### config.mk
export PLATFORM = sky130hd
export DESIGN_NAME = singleport_sync_flat
export DESIGN_NICKNAME = d
export VERILOG_FILES = /design/src/rtl/singleport_sync_if.sv /design/src/rtl/singleport_sync.sv /design/src/flat_wrapper.sv
export SDC_FILE = /design/constraint.sdc
export NUM_CORES = 1
export LEC_CHECK = 0
export ABC_CLOCK_PERIOD_IN_PS = 4200
export CAP_MARGIN = 20
export CORE_ASPECT_RATIO = 1.2
export CORE_MARGIN = 2
export CORE_UTILIZATION = 25
export DETAILED_ROUTE_END_ITERATION = 7
export PLACE_DENSITY_LB_ADDON = 0.25
export SKIP_CTS_REPAIR_TIMING = 1
export SLEW_MARGIN = 20
export SYNTH_ARGS = -nofsm -noshare
export SYNTH_HDL_FRONTEND = slang
export SYNTH_SLANG_ARGS = --single-unit
export TNS_END_PERCENT = 5
### constraint.sdc
create_clock -name clk -period 4.2 [get_ports clk]
set_clock_uncertainty 0.05 [all_clocks]
set_input_delay 0.84 -clock clk [delete_from_list [all_inputs] [get_ports clk]]
set_output_delay 0.84 -clock clk [all_outputs]
set_load 0.01 [all_outputs]
### src/rtl/singleport_sync_if.sv
// Request/response bundle for singleport_sync: one access per cycle, registered read data.
// The master drives re/we/addr/data_in/be; the memory returns data_out/rd_valid/busy/err.
interface singleport_sync_if #(
   parameter int DATA_WIDTH = 16,
   parameter int ADDR_WIDTH = 3
);
   logic                    re;
   logic                    we;
   logic [ADDR_WIDTH-1:0]   addr;
   logic [DATA_WIDTH-1:0]   data_in;
   logic [DATA_WIDTH/8-1:0] be;
   logic [DATA_WIDTH-1:0]   data_out;
   logic                    rd_valid;
   logic                    busy;
   logic                    err;

   modport master (
      output re, we, addr, data_in, be,
      input  data_out, rd_valid, busy, err
   );

   modport slave (
      input  re, we, addr, data_in, be,
      output data_out, rd_valid, busy, err
   );
endinterface

### src/rtl/singleport_sync.sv
// Synchronous single-port RAM with byte enables, post-reset zero fill and conflict flag; 1-cycle read.
// No stall path: requests while busy, or with re and we together, are dropped and flagged on err.
module singleport_sync #(
   parameter int DATA_WIDTH     = 16,
   parameter int ADDR_WIDTH     = 3,
   parameter bit CLEAR_ON_RESET = 1'b1
) (
   input  logic             clk,
   input  logic             rst,
   singleport_sync_if.slave bus
);
   localparam int NB    = DATA_WIDTH / 8;
   localparam int DEPTH = 2 ** ADDR_WIDTH;

   typedef enum logic {CLEAR, READY} state_t;

   state_t                state_q, state_d;
   logic [ADDR_WIDTH-1:0] clr_cnt;
   logic [DATA_WIDTH-1:0] mem [DEPTH];

   logic [DATA_WIDTH-1:0] data_out_q;
   logic                  rd_valid_q;
   logic                  err_q;
   logic                  busy_q;

   logic                  mem_we;
   logic [ADDR_WIDTH-1:0] wr_addr;
   logic [DATA_WIDTH-1:0] wr_data;
   logic [NB-1:0]         wr_be;
   logic                  rd_go;
   logic                  reject;

   always_comb begin
      state_d = state_q;
      mem_we  = 1'b0;
      wr_addr = bus.addr;
      wr_data = bus.data_in;
      wr_be   = bus.be;
      rd_go   = 1'b0;
      reject  = 1'b0;
      if (!rst) begin
         case (state_q)
            CLEAR: begin
               mem_we  = 1'b1;
               wr_addr = clr_cnt;
               wr_data = '0;
               wr_be   = '1;
               reject  = bus.re | bus.we;
               if (clr_cnt == '1)
                  state_d = READY;
            end
            READY: begin
               // busy_q is still high for the first edge after reset when no clear runs
               if (busy_q) begin
                  reject = bus.re | bus.we;
               end else begin
                  mem_we = bus.we & ~bus.re;
                  rd_go  = bus.re & ~bus.we;
                  reject = bus.re & bus.we;
               end
            end
         endcase
      end
   end

   always_ff @(posedge clk) begin
      if (rst) begin
         state_q    <= CLEAR_ON_RESET ? CLEAR : READY;
         clr_cnt    <= '0;
         data_out_q <= '0;
         rd_valid_q <= 1'b0;
         err_q      <= 1'b0;
         busy_q     <= 1'b1;
      end else begin
         state_q    <= state_d;
         if (state_q == CLEAR)
            clr_cnt <= clr_cnt + ADDR_WIDTH'(1);
         rd_valid_q <= rd_go;
         err_q      <= reject;
         busy_q     <= (state_d == CLEAR);
         if (rd_go)
            data_out_q <= mem[bus.addr];
      end
   end

   // Storage has no reset: contents survive rst and are only zeroed by the clear walk.
   always_ff @(posedge clk) begin
      if (mem_we) begin
         for (int k = 0; k < NB; k++) begin
            if (wr_be[k])
               mem[wr_addr][8*k +: 8] <= wr_data[8*k +: 8];
         end
      end
   end

   assign bus.data_out = data_out_q;
   assign bus.rd_valid = rd_valid_q;
   assign bus.err      = err_q;
   assign bus.busy     = busy_q;
endmodule

### src/flat_wrapper.sv
// flat-port wrapper written by rule: the top's interface ports become plain ports
module singleport_sync_flat 
#(
   parameter int DATA_WIDTH     = 16,
   parameter int ADDR_WIDTH     = 3,
   parameter bit CLEAR_ON_RESET = 1'b1
)
  (clk, rst, bus_re, bus_we, bus_addr, bus_data_in, bus_be, bus_data_out, bus_rd_valid, bus_busy, bus_err);
  singleport_sync_if #(.DATA_WIDTH(DATA_WIDTH), .ADDR_WIDTH(ADDR_WIDTH)) bus_i ();
  input  logic clk;
  input  logic rst;
  input wire logic [$bits(bus_i.re)-1:0] bus_re;
  input wire logic [$bits(bus_i.we)-1:0] bus_we;
  input wire logic [$bits(bus_i.addr)-1:0] bus_addr;
  input wire logic [$bits(bus_i.data_in)-1:0] bus_data_in;
  input wire logic [$bits(bus_i.be)-1:0] bus_be;
  output wire logic [$bits(bus_i.data_out)-1:0] bus_data_out;
  output wire logic [$bits(bus_i.rd_valid)-1:0] bus_rd_valid;
  output wire logic [$bits(bus_i.busy)-1:0] bus_busy;
  output wire logic [$bits(bus_i.err)-1:0] bus_err;
  assign bus_i.re = bus_re;
  assign bus_i.we = bus_we;
  assign bus_i.addr = bus_addr;
  assign bus_i.data_in = bus_data_in;
  assign bus_i.be = bus_be;
  assign bus_data_out = bus_i.data_out;
  assign bus_rd_valid = bus_i.rd_valid;
  assign bus_busy = bus_i.busy;
  assign bus_err = bus_i.err;
  singleport_sync #(.DATA_WIDTH(DATA_WIDTH), .ADDR_WIDTH(ADDR_WIDTH), .CLEAR_ON_RESET(CLEAR_ON_RESET)) u_core (.clk(clk), .rst(rst), .bus(bus_i));
endmodule
Yosys cells after proc, flatten, opt, wreduce, memory -nomap -nowiden
Memories as Yosys holds them, arrays and structs flattened. A register that Yosys moved wholly into a read port is not among the register bits.
Cells that the tools add are included.
{"block": "op_classes", "n_addsub": 1, "muxes": 23, "bitwise": 8, "n_eq_ne": 1}
{"cell": "$mux W16", "n": 2}
{"cell": "$mux W1", "n": 15}
{"cell": "$mux W3", "n": 2}
{"cell": "$mux W2", "n": 2}
{"cell": "$not A1 Y1", "n": 4}
{"cell": "$pmux W1 S2", "n": 2}
{"cell": "$add A3 B1 Y3 const B", "n": 1}
{"cell": "$and A1 B1 Y1", "n": 3}
{"cell": "$eq A3 B3 Y1 const B", "n": 1}
{"cell": "$or A1 B1 Y1", "n": 1}
{"block": "totals", "ff_bits": 7, "output_inout_bits": 19, "ram_bits": 128, "memories": 1, "word_cells": 39, "in_bits": 25}
{"memory": "u_core.mem", "words": 8, "width": 16, "read_ports": 1, "rd_clocked_by_memory_dff": 1, "wr": 1, "line": "singleport_sync.sv:19", "source": "logic [DATA_WIDTH-1:0] mem [DEPTH];"}

Depth between registers and ports, before layout
Gate-level depths: netlist of run 1.
{"block": "depth", "word_depth": 7, "mapped_depth": 5, "depth_no_buf": 5}

Worst setup path after synthesis of run 1
Ideal clock, no wire load.
{"block": "synth_timing", "path_type": "input to register", "startpoint": "input rst", "endpoint": "memory u_core.mem[1][0] (enable)", "t_arrival_ns": 1.976, "cell_stages": 3, "required_time_ns": 3.780, "setup_ns": 0.370, "setup_slack_ns": 1.804, "cell_sequence": "or3b_4 a221o_1 nor2_1"}
{"block": "synth_via", "elab_chain_len": 4}
{"item": "from (decl)", "line": "flat_wrapper.sv:11", "source": "input logic rst;"}
{"item": "$mux W2", "line": "singleport_sync.sv:41", "source": "if (!rst) begin"}
{"item": "$mux W1", "line": "singleport_sync.sv:90", "source": "if (wr_be[k])"}
{"item": "$mux W1", "line": "singleport_sync.sv:88", "source": "if (mem_we) begin"}
{"item": "$mux W1 (implied by the code)", "line": "singleport_sync.sv:91", "source": "mem[wr_addr][8*k +: 8] <= wr_data[8*k +: 8];"}
{"item": "to (decl)", "line": "singleport_sync.sv:19"}
Parallel ways exist; a longest one is shown, timed or not.

Final worst setup path of run 1
{"block": "layout_timing", "startpoint": "input rst", "endpoint": "memory u_core.mem[1][10] (enable)"}
The elaborated chain is that of the path after synthesis.

==> results.tsv, run 1 <==
stage	metric	value	unit
setup_path	delay-heaviest family, CP	simple AND/OR/NAND/NOR gates	
yosys	top_reg_cell synth	edfxtp_1	
clock_network	H-tree depth	4	
floorplanning	Rows	61	
setup_path	Critical Path End Type	register	
floorplanning	Die Area	25040	µm²
routing	Routed WL	13550	µm
sta	RSZ-0062 raised after global routing	false	
power	pwr dens	471.4	nW/µm²
sta	fin crit period	2.939	ns
placed_design	placed cells	714	
yosys	area leader, netlist	edfxtp_1	
clock_network	clk slew on worst S/H paths	0.06	ns
setup_path	Worst EP arrival	2.93	ns
global_routing	GRT Overall Usage	11.32	%
global_routing	largest net degree at the start of global routing	30	
setup_path	worst-path cell chain	clkdlybuf4s50_1 -> or3b_4 -> a221o_1 -> nor2_1	
routing	first-pass detailed-route iteration total	4	
power	maximum VDD drop	0.0002315	V
clock_network	Num CTS Buffers	17	
yosys	synth top area cells	edfxtp_1 (65%), mux2i_1 (11%), dfxtp_1 (7.7%), a22oi_1 (4.0%), a32o_1 (2.7%)	
setup_path	CP max stage cell	clkdlybuf4s50_1	
setup_path	crit start category	primary input	
run_status	status	complete, no violations	
power	internal power	0.002755	W
routing	post-DR vias/cell	4.343	
min_path	HP Class	register to register	
setup_path	Crit path buffers/inverters	1	
setup_path	Setup CP Type	primary input to register	
power	Net Sw Frac	21.13	%
floorplanning	Die Wd	144.8	µm
yosys	syn nets	385	
cells_and_area	layout overhead on the synthesized area	24.64	%
floorplanning	Initial Utilization	25.54	%
sta	Max Slew Vio Count	0	
yosys	sequential fraction of the synthesis area	72.39	%
yosys	share of flip-flops with an asynchronous set or reset	0	%
cells_and_area	NumNets Final	445	
setup_path	CP Max Fanout	16	
power	Sequential Power Share	48.2	%
power	Logic pwr share	5.9	%
sta	Hold WS	0.4157	ns
floorplanning	Die Span Y	172.9	µm
cells_and_area	ANT cells	0	
sta	relative slew slack	36.33	%
sta	Least-Margin Pin Slew	0.9540	ns
yosys	number of distinct library cells after synthesis	32	
cells_and_area	fin cells	746	
clock_network	CTS tree	built	
clock_network	Max clock buf depth	2	
global_routing	GRT Residual Overflow	0	
yosys	Syn. warnings	0	
sta	Setup Total Neg Slack	0	ns
yosys	flops & latches, synth	151	
routing	vias post-DR	3240	
floorplanning	core area	23280	µm²
clock_network	Clock Latency Late Sink	0.41	ns
placed_design	IO buf count	43	
power	Leakage	2.572	nW
routing	Antenna Nets Post-Route	0	
global_routing	vias in the first global route	3372	
routing	DRC	0	
clock_network	clk root buf	clkbuf_16	
cells_and_area	layout cell share with drive strength beyond 1	13.23	%
routing	routed len/inst	18.16	µm
floorplanning	io pins	44	
global_routing	first-pass GRT wire length	20200	µm
routing	drt first-iter violations	190	
setup_path	CP max stage delay	0.66	ns
power	switching power	0.0007380	W
yosys	Post-synth EDFFs	128	
placed_design	placer congestion estimate	0.6856	
yosys	syn_area_per_cell	16.61	µm²
global_routing	antenna violations before repair	0	
clock_network	clk sinks	151	
sta	final setup fails	0	
setup_path	Crit path required time	4.20	ns
sta	f_max	340.3	MHz
yosys	Synth top area share	64.65	%
sta	fin crit share	69.98	%
power	clock power share	46.0	%
yosys	Synth Instances	358	
placed_design	Post-DP HPWL	8873	µm
run	reported max-cap violation count	0	
yosys	mapped cell area	5946	µm²
sta	Final Hold Viols	0	
[kinds of logic after synthesis]
| group | synth area share [%] |
|---|---|
| xor+xnor | 0.1473 |
| simple gates | 5.619 |
| fa+ha+maj | 0.4208 |
| flops | 72.39 |
| buf+inv | 2.336 |
| compound gates | 7.976 |
| mux | 11.11 |
[power groups by stage]
stage,registers (W),logic (W),clock network (W)
2_1_floorplan,0.00171,0.000122,0
3_3_place_gp,0.00171,0.000205,0
3_5_place_dp,0.00172,0.000208,0
4_1_cts,0.00168,0.000209,0.00164
5_1_grt,0.00169,0.000224,0.00171
6_report,0.00168,0.000204,0.00161
[final timing paths]
kind / start / to / slack [ns] / cells after the start
setup / recovery: rst / u_core.mem[1][10] / 1.26 / 4
hold / removal: u_core.bus.data_out[10] / u_core.bus.data_out[10] / 0.42 / 1
setup reg to reg: u_core.state_q / u_core.mem[1][10] / 1.84 / 3
hold reg to reg: u_core.bus.data_out[10] / u_core.bus.data_out[10] / 0.42 / 1
[through the flow]
step           utilization [%]  instance area (µm²)  setup slack (ns)  total power, W
6_report                 31.84                 7411             1.261        0.003493
5_1_grt                  31.84                 7411             1.100        0.003615
4_1_cts                  31.84                 7411             1.289        0.003537
3_5_place_dp             29.14                 6783            0.8407        0.001924
3_3_place_gp             29.14                 6783            0.8715        0.001919
2_1_floorplan                -                 5946             1.804        0.001833
[layout by cell type (no fill, tap or decap)]
cell type,instances
clkdlybuf4s50_1,42
and2_1,17
mux2i_1,66
a22oi_1,32
clkinvlp_4,1
a221o_1,2
clkinv_2,2
buf_4,20
nor2b_1,2
or2_1,1
clkinv_4,3
and2_4,1
a21oi_1,5
and4bb_1,1
inv_2,1
nor2_2,2
or3b_4,1
nand4bb_1,2
xor2_1,1
ha_1,2
inv_8,2
bufinv_16,4
nor2_1,21
o21ai_0,1
inv_6,1
edfxtp_1,128
clkbuf_16,17
nand2_1,1
nor4_1,1
a32o_1,16
o2111ai_1,2
dfxtp_1,23
nor4bb_1,1
inv_1,2
and4bb_2,2
nor4b_1,2
clkbuf_1,2
o22ai_1,1
[cell type report]
| cell class | instances | area [µm²] |
|---|---|---|
| clock buffer | 19 | 432.9 |
| clock inverter | 13 | 195.2 |
| multi-input combinational | 183 | 1503 |
| fill | 2293 | 15870 |
| inverter | 3 | 11.26 |
| sequential | 151 | 4304 |
| timing repair buffer | 62 | 570.5 |
| tap | 315 | 394.1 |
[sequential cells by signal, indices dropped and copies added (netlist names)]
signal	count
u_core.bus.err	1
u_core.state_q	1
u_core.bus.rd_valid	1
u_core.bus.busy	1
u_core.bus.data_out	16
u_core.clr_cnt	3
u_core.mem	128
[Yosys cell counts, drive strengths merged, types with 2 or more instances]
cell and instances:
ha 2, edfxtp 128, o2111ai 2, nor2 23
inv 3, a32o 16, mux2i 66, and4bb 3
nor4b 2, clkbuf 4, a221o 2, nor2b 2
nand4bb 2, buf 17, a22oi 32, a21oi 5
dfxtp 23, and2 18
[routing by layer]
metal / vias up / GRT usage (%) / routed length, µm / part of all wire (%)
met5: - / 0 / 0 / 0
met4: 0 / 5.057 / 266 / 2.0
met3: 15 / 2.825 / 432 / 3.2
met2: 82 / 19.14 / 6892 / 51
met1: 1592 / 13.45 / 5957 / 44
li1: 1551 / - / - / -
Power figures use the tool's default switching activity.
==> run 2: changes to the inputs <==
- ABC_CLOCK_PERIOD_IN_PS: 4200 -> 2700
- clock period: 4.2 -> 2.7 ns (I/O delays scaled with it)
==> run 2 against run 1 <==
Core utilization grew 0.075 points. Via count grew 2.5%. Combinational power grew 61%. Die area is the same. Cell area grew 0.24%. Count of clock-buffer cells in the layout shrank 1.
==> results.tsv, run 2 (synthesized netlist as in run 1, its figures left out) <==
stage	metric	value	unit	change
cells_and_area	layout cell share with drive strength beyond 1	14.61	%	+1.4 points
cells_and_area	fin cells	753		+0.94%
floorplanning	Initial Utilization	25.54	%	unchanged
power	Net Sw Frac	21.98	%	+0.85 points
sta	Setup Total Neg Slack	0	ns	unchanged
clock_network	clk slew on worst S/H paths	0.06	ns	about the same
global_routing	largest net degree at the start of global routing	44		+47%
sta	RSZ-0062 raised after global routing	false		
power	maximum VDD drop	0.0003762	V	+63%
routing	first-pass detailed-route iteration total	4		unchanged
floorplanning	core area	23280	µm²	unchanged
cells_and_area	largest register by flop count	u_core.mem		
floorplanning	Die Wd	144.8	µm	unchanged
global_routing	GRT Overall Usage	11.76	%	+0.44 points
placed_design	Post-Place Worst Slack	0.07376	ns	-0.7670 ns
sta	final setup fails	0		unchanged
floorplanning	Die Area	25040	µm²	unchanged
sta	Hold WS	0.4215	ns	+0.005810 ns
power	Sequential Power Share	49.9	%	+1.7 points
setup_path	CP Max Fanout	7		-9
routing	DRC	0		unchanged
clock_network	Num CTS Buffers	17		unchanged
cells_and_area	Largest register FFs	128		unchanged
sta	final worst slack	0.4775	ns	-0.7835 ns
cells_and_area	ANT cells	0		unchanged
clock_network	H-tree depth	4		unchanged
power	internal power	0.004098	W	+49%
min_path	HP Class	register to register		
power	clock power share	43.9	%	-2.1 points
power	switching power	0.001154	W	+56%
cells_and_area	Filler cells	2269		-1.0%
routing	drt first-iter violations	267		+41%
routing	Antenna Nets Post-Route	0		unchanged
floorplanning	io pins	44		unchanged
clock_network	Max clock buf depth	2		unchanged
sta	Final Hold Viols	0		unchanged
setup_path	Critical Path End Type	register		
cells_and_area	most frequent cells in the layout	edfxtp_1 (128), mux2i_1 (66), clkdlybuf4s50_1 (42)		
placed_design	IO buf count	43		unchanged
floorplanning	Rows	61		unchanged
sta	Max Slew Vio Count	0		unchanged
setup_path	Worst EP arrival	2.29	ns	-0.64 ns
sta	f_max	449.9	MHz	
power	Leakage	2.590	nW	+0.70%
global_routing	antenna violations before repair	1		+1
routing	post-DR vias/cell	4.412		+1.6%
routing	routed len/inst	18.58	µm	+2.3%
power	Logic pwr share	6.3	%	+0.4 points
sta	Least-Margin Pin Slew	0.9937	ns	+0.03970 ns
global_routing	first-pass GRT wire length	21270	µm	+5.3%
sta	relative slew slack	33.68	%	-2.6 points
cells_and_area	layout overhead on the synthesized area	24.94	%	
clock_network	clk sinks	151		unchanged
global_routing	GRT Residual Overflow	0		unchanged
clock_network	clk root buf	clkbuf_16		
sta	fin crit share	82.31	%	
power	pwr dens	707.1	nW/µm²	+50%
setup_path	Crit path required time	2.77	ns	-1.43 ns
placed_design	Post-DP HPWL	9404	µm	+6.0%
cells_and_area	multi-input logic area	1503	µm²	unchanged
placed_design	placer congestion estimate	0.7102		+3.6%
global_routing	vias in the first global route	3556		+5.5%
floorplanning	Die Span Y	172.9	µm	unchanged
cells_and_area	NumNets Final	452		+1.6%
run_status	status	complete, no violations		
sta	fin crit period	2.222	ns	
clock_network	CTS tree	built		
placed_design	placed cells	721		+0.98%
run	reported max-cap violation count	0		unchanged
cells_and_area	commonest non-fill, non-tap cell in the layout	edfxtp_1		
setup_path	Setup CP Type	primary input to register		
setup_path	crit start category	primary input		
clock_network	Clock Latency Late Sink	0.42	ns	about the same
setup_path	reg-to-reg setup timing slack	0.58	ns	-1.26 ns
routing	Routed WL	13990	µm	+3.3%
routing	vias post-DR	3322		+2.5%
cells_and_area	FF+latch area	4304	µm²	unchanged
[run 2: changes by cell type in the layout (fill, tap and decap cells not counted), sizes merged]
| cell | before | now |
|---|---|---|
| clkinv | 5 | 9 |
| inv | 6 | 5 |
| clkbuf | 19 | 18 |
| buf | 20 | 27 |
| bufinv | 4 | 2 |
[run 2: worst paths after layout]
| kind | start | cells after the start | end |
|---|---|---|---|
| worst min register to register | u_core.bus.data_out[9] | 1 | u_core.bus.data_out[9] |
| worst min-delay path | u_core.bus.data_out[9] | 1 | u_core.bus.data_out[9] |
| worst max register to register | u_core.state_q | 4 | u_core.mem[2][9] |
| worst max-delay path | rst | 5 | u_core.mem[2][9] |
[run 2: power groups by stage]
stage / Sequential [W] / Combinational (W) / Clock, W
6_report: 0.00262 / 0.000329 / 0.00230
5_1_grt: 0.00262 / 0.000362 / 0.00247
4_1_cts: 0.00262 / 0.000337 / 0.00236
3_5_place_dp: 0.00267 / 0.000336 / 0
3_3_place_gp: 0.00267 / 0.000329 / 0
2_1_floorplan: 0.00266 / 0.000189 / 0
[run 2: routing by layer]
layer  vias to the layer above  share of wire (%)  global-route usage (%)
met5                         -                  0                       0
met2                        73                 53                   20.22
met3                         9                3.2                   3.240
met1                      1678                 43                   14.27
met4                         0               0.86                   3.398
li1                       1562                  -                       -
[run 2: through the flow]
step	cell area, µm²	total power (W)	util (%)
floorplan	5946	0.002852	-
global placement	6848	0.002996	29.42
detailed placement	6848	0.003005	29.42
CTS	7428	0.005316	31.91
global route	7428	0.005455	31.91
finish	7428	0.005252	31.91
[run 2: cell type report]
class	count	area share [%]
Inverter	3	0.1516
Timing Repair Buffer	69	8.557
Sequential cell	151	57.94
Tap cell	315	5.306
Clock buffer	18	5.777
Clock inverter	14	2.038
Multi-Input combinational cell	183	20.23
[run 2: worst max-delay path, stage by stage]
cell and delay, ns:
clkdlybuf4s50_1 0.49, o21ai_0 0.40, o2111ai_1 0.32, nor2_1 0.30
buf_4 0.24
